===== config.mk =====
export PLATFORM = sky130hd
export DESIGN_NAME = elevator_car_plant
export DESIGN_NICKNAME = d
export VERILOG_FILES = /design/src/rtl/elevator_car_plant.sv
export SDC_FILE = /design/constraint.sdc
export NUM_CORES = 1
export LEC_CHECK = 0
export CORE_AREA = 2 2 58 60
export DETAILED_ROUTE_END_ITERATION = 10
export DIE_AREA = 0 0 60 62
export SLEW_MARGIN = 25
export SYNTH_ARGS = -nofsm -noshare
export SYNTH_HDL_FRONTEND = slang
export SYNTH_SLANG_ARGS = --single-unit

===== constraint.sdc =====
create_clock -name clk -period 2.4 [get_ports clk]
set_input_delay 0.24 -clock clk [delete_from_list [all_inputs] [get_ports clk]]
set_output_delay 0.24 -clock clk [all_outputs]
set_load 0.005 [all_outputs]

===== src/rtl/elevator_car_plant.sv =====
// Plant model of an elevator car, shaft and door: turns controller motor/door
// commands into floor sensors and door status, and flags illegal command combinations.
module elevator_car_plant #(
    parameter int NUM_FLOORS    = 4,
    parameter int FLOOR_BITS    = 2,
    parameter int TRAVEL_CYCLES = 20,
    parameter int DOOR_CYCLES   = 10,
    parameter int INIT_FLOOR    = 0
) (
    input  logic                  clk,
    input  logic                  reset,
    input  logic                  motor_up,
    input  logic                  motor_down,
    input  logic                  door_open,
    input  logic                  door_close,
    output logic [NUM_FLOORS-1:0] floor_sensors,
    output logic [FLOOR_BITS-1:0] car_floor,
    output logic                  between_floors,
    output logic                  door_closed,
    output logic                  door_opened,
    output logic                  door_moving,
    output logic [3:0]            fault
);

    localparam int POS_MAX  = (NUM_FLOORS - 1) * TRAVEL_CYCLES;
    localparam int POS_W    = (POS_MAX > 0) ? $clog2(POS_MAX + 1) : 1;
    localparam int CNT_W    = $clog2(DOOR_CYCLES);
    localparam int POS_INIT = INIT_FLOOR * TRAVEL_CYCLES;

    localparam logic [POS_W-1:0] POS_MAX_V  = POS_W'(POS_MAX);
    localparam logic [POS_W-1:0] POS_INIT_V = POS_W'(POS_INIT);
    localparam logic [CNT_W-1:0] CNT_LAST   = CNT_W'(DOOR_CYCLES - 1);

    localparam int F_BOTH_MOTORS = 0;
    localparam int F_MOVE_DOOR   = 1;
    localparam int F_OVERTRAVEL  = 2;
    localparam int F_OPEN_UNSAFE = 3;

    typedef enum logic [1:0] {
        DOOR_CLOSED,
        DOOR_OPENING,
        DOOR_OPEN,
        DOOR_CLOSING
    } door_state_e;

    logic [POS_W-1:0] pos_q, pos_d;
    logic [CNT_W-1:0] cnt_q, cnt_d;
    door_state_e      state_q, state_d;
    logic [3:0]       fault_q, fault_d;

    logic aligned;
    logic motor_any;
    logic door_shut;
    logic open_req_ok;
    logic at_top;
    logic at_bottom;

    // ------------------------------------------------------------------
    // Position decodes: one sensor per floor, lit only at exact alignment.
    // ------------------------------------------------------------------
    always_comb begin
        floor_sensors = '0;
        for (int i = 0; i < NUM_FLOORS; i++) begin
            if (int'(pos_q) == i * TRAVEL_CYCLES) begin
                floor_sensors[i] = 1'b1;
            end
        end
    end

    assign aligned        = |floor_sensors;
    assign between_floors = ~aligned;
    assign car_floor      = FLOOR_BITS'(int'(pos_q) / TRAVEL_CYCLES);
    assign at_top         = (pos_q == POS_MAX_V);
    assign at_bottom      = (pos_q == '0);

    assign motor_any   = motor_up | motor_down;
    assign door_shut   = (state_q == DOOR_CLOSED);
    // A door request is honoured only with the car parked at a floor.
    assign open_req_ok = door_open & aligned & ~motor_any;

    // ------------------------------------------------------------------
    // Car motion: a single clean motor command with the door shut moves
    // the car one step, clamped at the shaft ends.
    // ------------------------------------------------------------------
    always_comb begin
        pos_d = pos_q;
        if (door_shut && motor_up && !motor_down && !at_top) begin
            pos_d = pos_q + 1'b1;
        end else if (door_shut && motor_down && !motor_up && !at_bottom) begin
            pos_d = pos_q - 1'b1;
        end
    end

    // ------------------------------------------------------------------
    // Door FSM next state.
    // ------------------------------------------------------------------
    // NOTE: every variable assigned here gets a default first so no path
    // leaves it unassigned, which would otherwise infer a latch.
    always_comb begin
        state_d = state_q;
        cnt_d   = cnt_q;
        unique case (state_q)
            DOOR_CLOSED: begin
                if (open_req_ok) begin
                    state_d = DOOR_OPENING;
                    cnt_d   = '0;
                end
            end
            DOOR_OPENING: begin
                if (cnt_q == CNT_LAST) begin
                    state_d = DOOR_OPEN;
                    cnt_d   = '0;
                end else begin
                    cnt_d = cnt_q + 1'b1;
                end
            end
            DOOR_OPEN: begin
                if (door_close && !door_open) begin
                    state_d = DOOR_CLOSING;
                    cnt_d   = '0;
                end
            end
            DOOR_CLOSING: begin
                // Safety reversal: a valid open request beats finishing the close.
                if (open_req_ok) begin
                    state_d = DOOR_OPENING;
                    cnt_d   = '0;
                end else if (cnt_q == CNT_LAST) begin
                    state_d = DOOR_CLOSED;
                    cnt_d   = '0;
                end else begin
                    cnt_d = cnt_q + 1'b1;
                end
            end
            default: begin
                state_d = DOOR_CLOSED;
                cnt_d   = '0;
            end
        endcase
    end

    // ------------------------------------------------------------------
    // Sticky violation flags.
    // ------------------------------------------------------------------
    always_comb begin
        fault_d = fault_q;
        if (motor_up && motor_down) begin
            fault_d[F_BOTH_MOTORS] = 1'b1;
        end
        if (motor_any && !door_shut) begin
            fault_d[F_MOVE_DOOR] = 1'b1;
        end
        if ((motor_up && at_top) || (motor_down && at_bottom)) begin
            fault_d[F_OVERTRAVEL] = 1'b1;
        end
        if (door_open && (!aligned || motor_any)) begin
            fault_d[F_OPEN_UNSAFE] = 1'b1;
        end
    end

    // ------------------------------------------------------------------
    // State registers with synchronous active-low reset.
    // ------------------------------------------------------------------
    // NOTE: non-blocking assignments keep every register sampling the
    // pre-edge values, independent of statement order.
    always_ff @(posedge clk) begin
        if (!reset) begin
            pos_q   <= POS_INIT_V;
            cnt_q   <= '0;
            state_q <= DOOR_CLOSED;
            fault_q <= '0;
        end else begin
            pos_q   <= pos_d;
            cnt_q   <= cnt_d;
            state_q <= state_d;
            fault_q <= fault_d;
        end
    end

    assign door_closed = (state_q == DOOR_CLOSED);
    assign door_opened = (state_q == DOOR_OPEN);
    assign door_moving = (state_q == DOOR_OPENING) || (state_q == DOOR_CLOSING);
    assign fault       = fault_q;

endmodule


==> reports/results.tsv <==
metric	value	unit
outcome	complete, no violations	
Slew @ Worst Pin	0.6663	ns
Netlist cell types	47	
Max Clk Rate	0.4329	GHz
FILL cells	298	
Synth top area share	26.61	%
GRT Util Overall	14.27	%
WP data required	2.61	ns
Top-Level Pins	20	
PortBufs	19	
WP data arrival	2.52	ns
VDD IR max	0.0005884	V
GRT overflow	0	
final WL	2787	um
EDFF count, synth	0	
Avg Inst Size Synth	8.301	sq um
Setup Crit Path Kind	flop to flop	
Synth Instances	145	
Ys Warns	0	
post-synthesis sequential area ratio	26.61	%
Tmin final	2.310	ns
CTS root buffer	clkbuf_4	
pin count of the biggest net entering global routing	14	
starting density of the core	37.86	%
Sink Count	16	
row cnt	21	
Clock Tree Buf Depth	2	
fin crit share	96.25	%
cell area after synthesis	1204	sq um
commonest non-fill, non-tap cell in the layout	clkdlybuf4s50_1	
Sequential Area	320.3	sq um
multi-input logic area	828.3	sq um
CTS buffer count	3	
post-synth top area cell	dfxtp_1	
Slew Limit Headroom	55.28	%
later-pin clock latency in the skew report	0.29	ns
setup_tns	0	ns
startpoint types	flop	
ys flop type	dfxtp_1	
first-pass GRT wire length	4071	um
CORE AREA	3179	sq um
initial antenna violation count	0	
Leak	0.6413	nW
vias per cell	5.183	
worst hold margin	0.4817	ns
PD cells	1236	nW/um^2
antenna cells	0	
final hold viol count	0	
wire per inst	12.73	um
Final nets	193	
CP Max Fanout	4	
Die Wd	60	um
area delta synth->final	29.00	%
1st-iter DRT viols	62	
Max Cap Violations	0	
Critical Path Sink Type	flop	
Die Height	62	um
post-synthesis async set-or-reset flop share	0	%
Synth Net Count	163	
routed vias	1135	
clk slew on worst S/H paths	0.10	ns
CTS tree	done	
final RePlAce weighted congestion	0.8129	
layout cells sized above 1	17.92	%
Post-CTS Hold Buffers	0	
DP Wirelength	2082	um
die footprint	3720	sq um
post-route ant nets	0	
total power	0.001920	W
Initial DRT Pass Iterations	4	
DRC violation count after routing	0	
postcts setup bufs	0	
CTS HTree Levels	1	
count of pins over their slew limit	0	
commonest cells after routing, fill and taps aside	clkdlybuf4s50_1, dfxtp_1, nor2_1, buf_4, nand2_1	
skew final	0.01090	ns
largest cells by area after synthesis	dfxtp_1, ha_1, nor2_1, a21oi_1, nand2_1	
Final setup viols	0	
vias in the first global route	942	
Worst Hold Class	flop to flop	
synthesized flop and latch total	16	
metrics by stage:
step | setup slack [ns] | cell area (sq um) | std cells | util, %
floorplan | 0.003739 | 1209 | 145 | -
global placement | 0.03707 | 1514 | 216 | 47.62
detailed placement | 0.01250 | 1514 | 216 | 47.62
CTS | 0.02345 | 1535 | 219 | 48.29
global route | -0.01029 | 1553 | 219 | 48.84
finish | 0.08988 | 1553 | 219 | 48.84
critical path, stage by stage (launching register included):
cell and delay [ns]:
dfxtp_1 0.32, and3_1 0.20, and3_1 0.22, or3_4 0.41
ha_1 0.32, a211oi_2 0.27, o21bai_1 0.11, a21o_1 0.18
a21o_1 0.15, o311ai_1 0.07
final cells by class:
type / instances / share of cell area [%]
tap: 46 / 3.707
multi-input combinational: 113 / 53.34
clock buffer: 3 / 1.450
sequential: 16 / 20.63
timing repair buffer: 33 / 18.94
inverter: 8 / 1.934
synth_stat cells (all sizes together), types with 4 or more instances:
master / number
nand3: 8
buf: 6
nand3b: 4
a21oi: 10
nor2: 14
o21ai: 5
nand2: 11
dfxtp: 16
a21o: 5
xor2: 4
ha: 11
inv: 8
routing by layer:
layer | wire length, um | track usage [%]
met4 | 0 | 3.810
met2 | 1371 | 25.16
met5 | 0 | 0
met3 | 67 | 2.692
met1 | 1348 | 17.85
kinds of logic after synthesis:
family                     count (synthesis)  share of synthesized area, %
AOI/OAI and AO/OA                         37                         21.93
xor gates and xnor gates                   5                         3.638
adders and majority gates                 12                         13.10
buffers and inverters                     16                         6.445
DFF                                       16                         26.61
and+or+nand+nor                           59                         28.27
final timing paths:
kind / start / to / slack [ns] / cells after the start
max: pos_q[4] / pos_q[5] / 0.09 / 9
min: fault[3] / fault[3] / 0.48 / 2
max reg2reg: pos_q[4] / pos_q[5] / 0.09 / 9
min reg2reg: fault[3] / fault[3] / 0.48 / 2
state kept, by name, summed over array words and instances, names as in the netlist:
register	flops
cnt_q	4
fault	4
pos_q	6
state_q	2
where the power goes:
part / internal, W / switching (W)
clock: 0.0000583 / 0.0000871
sequential: 0.000343 / 0.0000419
combinational: 0.000678 / 0.000711
what timing repair did:
action                     4_1_cts  5_1_grt
setup endpoints to repair        1        1
resized for setup                1        3
pin swaps                        0        2
(Power assumes the default switching activity.)
==> patch, RTL diff (same settings) <==
Add an input register stage for `motor_up`, `motor_down`, `door_open` and `door_close`, cleared by the reset; this delays them by one clock.
--- a/src/rtl/elevator_car_plant.sv
+++ b/src/rtl/elevator_car_plant.sv
@@ -43,6 +43,25 @@
         DOOR_CLOSING
     } door_state_e;
 
+    logic motor_up_q;
+    logic motor_down_q;
+    logic door_open_q;
+    logic door_close_q;
+
+    always_ff @(posedge clk) begin
+        if (!reset) begin
+            motor_up_q   <= '0;
+            motor_down_q <= '0;
+            door_open_q  <= '0;
+            door_close_q <= '0;
+        end else begin
+            motor_up_q   <= motor_up;
+            motor_down_q <= motor_down;
+            door_open_q  <= door_open;
+            door_close_q <= door_close;
+        end
+    end
+
     logic [POS_W-1:0] pos_q, pos_d;
     logic [CNT_W-1:0] cnt_q, cnt_d;
     door_state_e      state_q, state_d;
@@ -73,10 +92,10 @@
     assign at_top         = (pos_q == POS_MAX_V);
     assign at_bottom      = (pos_q == '0);
 
-    assign motor_any   = motor_up | motor_down;
+    assign motor_any   = motor_up_q | motor_down_q;
     assign door_shut   = (state_q == DOOR_CLOSED);
     // A door request is honoured only with the car parked at a floor.
-    assign open_req_ok = door_open & aligned & ~motor_any;
+    assign open_req_ok = door_open_q & aligned & ~motor_any;
 
     // ------------------------------------------------------------------
     // Car motion: a single clean motor command with the door shut moves
@@ -84,9 +103,9 @@
     // ------------------------------------------------------------------
     always_comb begin
         pos_d = pos_q;
-        if (door_shut && motor_up && !motor_down && !at_top) begin
+        if (door_shut && motor_up_q && !motor_down_q && !at_top) begin
             pos_d = pos_q + 1'b1;
-        end else if (door_shut && motor_down && !motor_up && !at_bottom) begin
+        end else if (door_shut && motor_down_q && !motor_up_q && !at_bottom) begin
             pos_d = pos_q - 1'b1;
         end
     end
@@ -115,7 +134,7 @@
                 end
             end
             DOOR_OPEN: begin
-                if (door_close && !door_open) begin
+                if (door_close_q && !door_open_q) begin
                     state_d = DOOR_CLOSING;
                     cnt_d   = '0;
                 end
@@ -144,16 +163,16 @@
     // ------------------------------------------------------------------
     always_comb begin
         fault_d = fault_q;
-        if (motor_up && motor_down) begin
+        if (motor_up_q && motor_down_q) begin
             fault_d[F_BOTH_MOTORS] = 1'b1;
         end
         if (motor_any && !door_shut) begin
             fault_d[F_MOVE_DOOR] = 1'b1;
         end
-        if ((motor_up && at_top) || (motor_down && at_bottom)) begin
+        if ((motor_up_q && at_top) || (motor_down_q && at_bottom)) begin
             fault_d[F_OVERTRAVEL] = 1'b1;
         end
-        if (door_open && (!aligned || motor_any)) begin
+        if (door_open_q && (!aligned || motor_any)) begin
             fault_d[F_OPEN_UNSAFE] = 1'b1;
         end
     end
Function: changed (Yosys sat finds a counterexample within 4 cycles, from zero or initial values and one cycle with reset low).
==> patch against the original RTL <==
The flow now finishes with violations (negative setup slack). Sequential cell count increased by 4. Via count increased by 6.3%. Power increased by 13%. Sequential share of layout area increased by 1.8 points. Setup slack got worse by 0.096 ns. Final area increased by 16%. Clock power increased by 94%. Clock skew decreased by 0.0059 ns. Non-clock buffer count increased by 7. Synthesized area increased by 8.5%. Wire length increased by 14%. Largest cell class unchanged.
==> patch: results (changes against the original RTL) <==
| Metric | Value |
|---|---|
| Crit path launch | state_q[1]$_SDFFE_PN0P_ |
| Internal Pwr Total | 1.319 mW (+22%) |
| Post-Synth Adder-Cell Area | 12.84% (-0.26 points) |
| RD Place Congestion | 0.8556 (+5.3%) |
| Worst hold endpoint | fault[0]$_SDFFE_PN0P_ |
| Worst Skew | 0.004992 ns (-0.005905 ns) |
| Post-synthesis compound-gate area fraction | 18.68% (-3.3 points) |
| Synth top cells by count | dfxtp_1 (20), ha_1 (11), nor2_1 (11) |
| Top cells by area, synth | dfxtp_1 (31%), ha_1 (11%), nand3b_1 (3.4%) |
| Crit path max fanout | 5 (+1) |
| VDD IR max | 0.0007203 V (+22%) |
| Unique masters post-synth | 48 (+2.1%) |
| Worst setup margin | -0.005945 ns (-0.09583 ns) |
| Static Leakage | 0.7107 nW (+11%) |
| Failing checks | negative setup slack |
| Met2 wire len | 1497 µm (+9.2%) |
| Reg power frac | 20.6% (+0.5 points) |
| P_sw | 857.3 µW (+2.1%) |
| Avg WL per Cell | 13.99 µm (+9.9%) |
| Average size of a mapped cell | 8.886 µm² (+7.0%) |
| CP max stage delay | 0.47 ns (+0.06 ns) |
| Tot GR Track Use | 18.90% (+4.6 points) |
| Synth Area in XOR/XNOR | 3.927% (+0.29 points) |
| Status | complete, but fails checks |
| Fillers | 292 (-2.0%) |
| Power Clock | 282 µW (+94%) |
| Routed length on met1 | 1542 µm (+14%) |
| Met3 usage | 3.106% (+0.41 points) |
| Vias in the first global route | 1105 (+17%) |
| Met2 GRT Util | 29.97% (+4.8 points) |
| Worst Tran Pin Value | 0.5046 ns (-0.1617 ns) |
| Setup violators final | 1 (+1) |
| R2R depth | 10 (+1) |
| CTS clock-pin slew for the worst setup and hold paths | 0.12 ns (+0.02 ns) |
| Detailed-routed wire length on met3 | 109 µm (+63%) |
| Via Count | 1207 (+6.3%) |
| Worst Hold Launch | fault[0]$_SDFFE_PN0P_ |
| Fraction of layout cells with a size suffix above 1 | 28.02% (+10 points) |
| Placed cell count | 218 (+0.93%) |
| Cell at the slowest stage of the critical path | or4_1 |
| Drt initial violations | 77 (+24%) |
| Arrival time worst endpoint | 2.66 ns (+0.14 ns) |
==> patch: cell count changes after synthesis, sizes merged, moves of 2 or more <==
cell,unedited run,this run
and3,2,0
a21oi,10,6
nor4,0,4
xor2,4,2
and2,3,6
nand3b,4,6
nor2,14,11
xnor2,1,3
dfxtp,16,20
==> patch: stage by stage <==
step	cell area, µm²	worst slack [ns]	util, %
6_report	1808	-0.005945	56.87
5_1_grt	1808	-0.09177	56.87
4_1_cts	1748	-0.004962	54.98
3_5_place_dp	1645	-0.001914	51.75
3_3_place_gp	1645	0.05815	51.75
2_1_floorplan	1341	0.002436	-
==> patch: what timing repair did <==
action	in CTS	in global routing
resized for setup	5	7
hold buffers	0	0
endpoints found under the setup margin	1	3
cloned	0	0
buffers inserted	4	2
pin swaps	6	5
==> patch: area by class of cell <==
type / count / area share (%)
multi-input cells: 111 / 50.66
flip-flops and latches: 20 / 22.42
repair buffers: 40 / 19.38
well taps: 46 / 3.183
clock inverters: 1 / 1.661
inverters: 7 / 1.453
clock buffers: 3 / 1.246
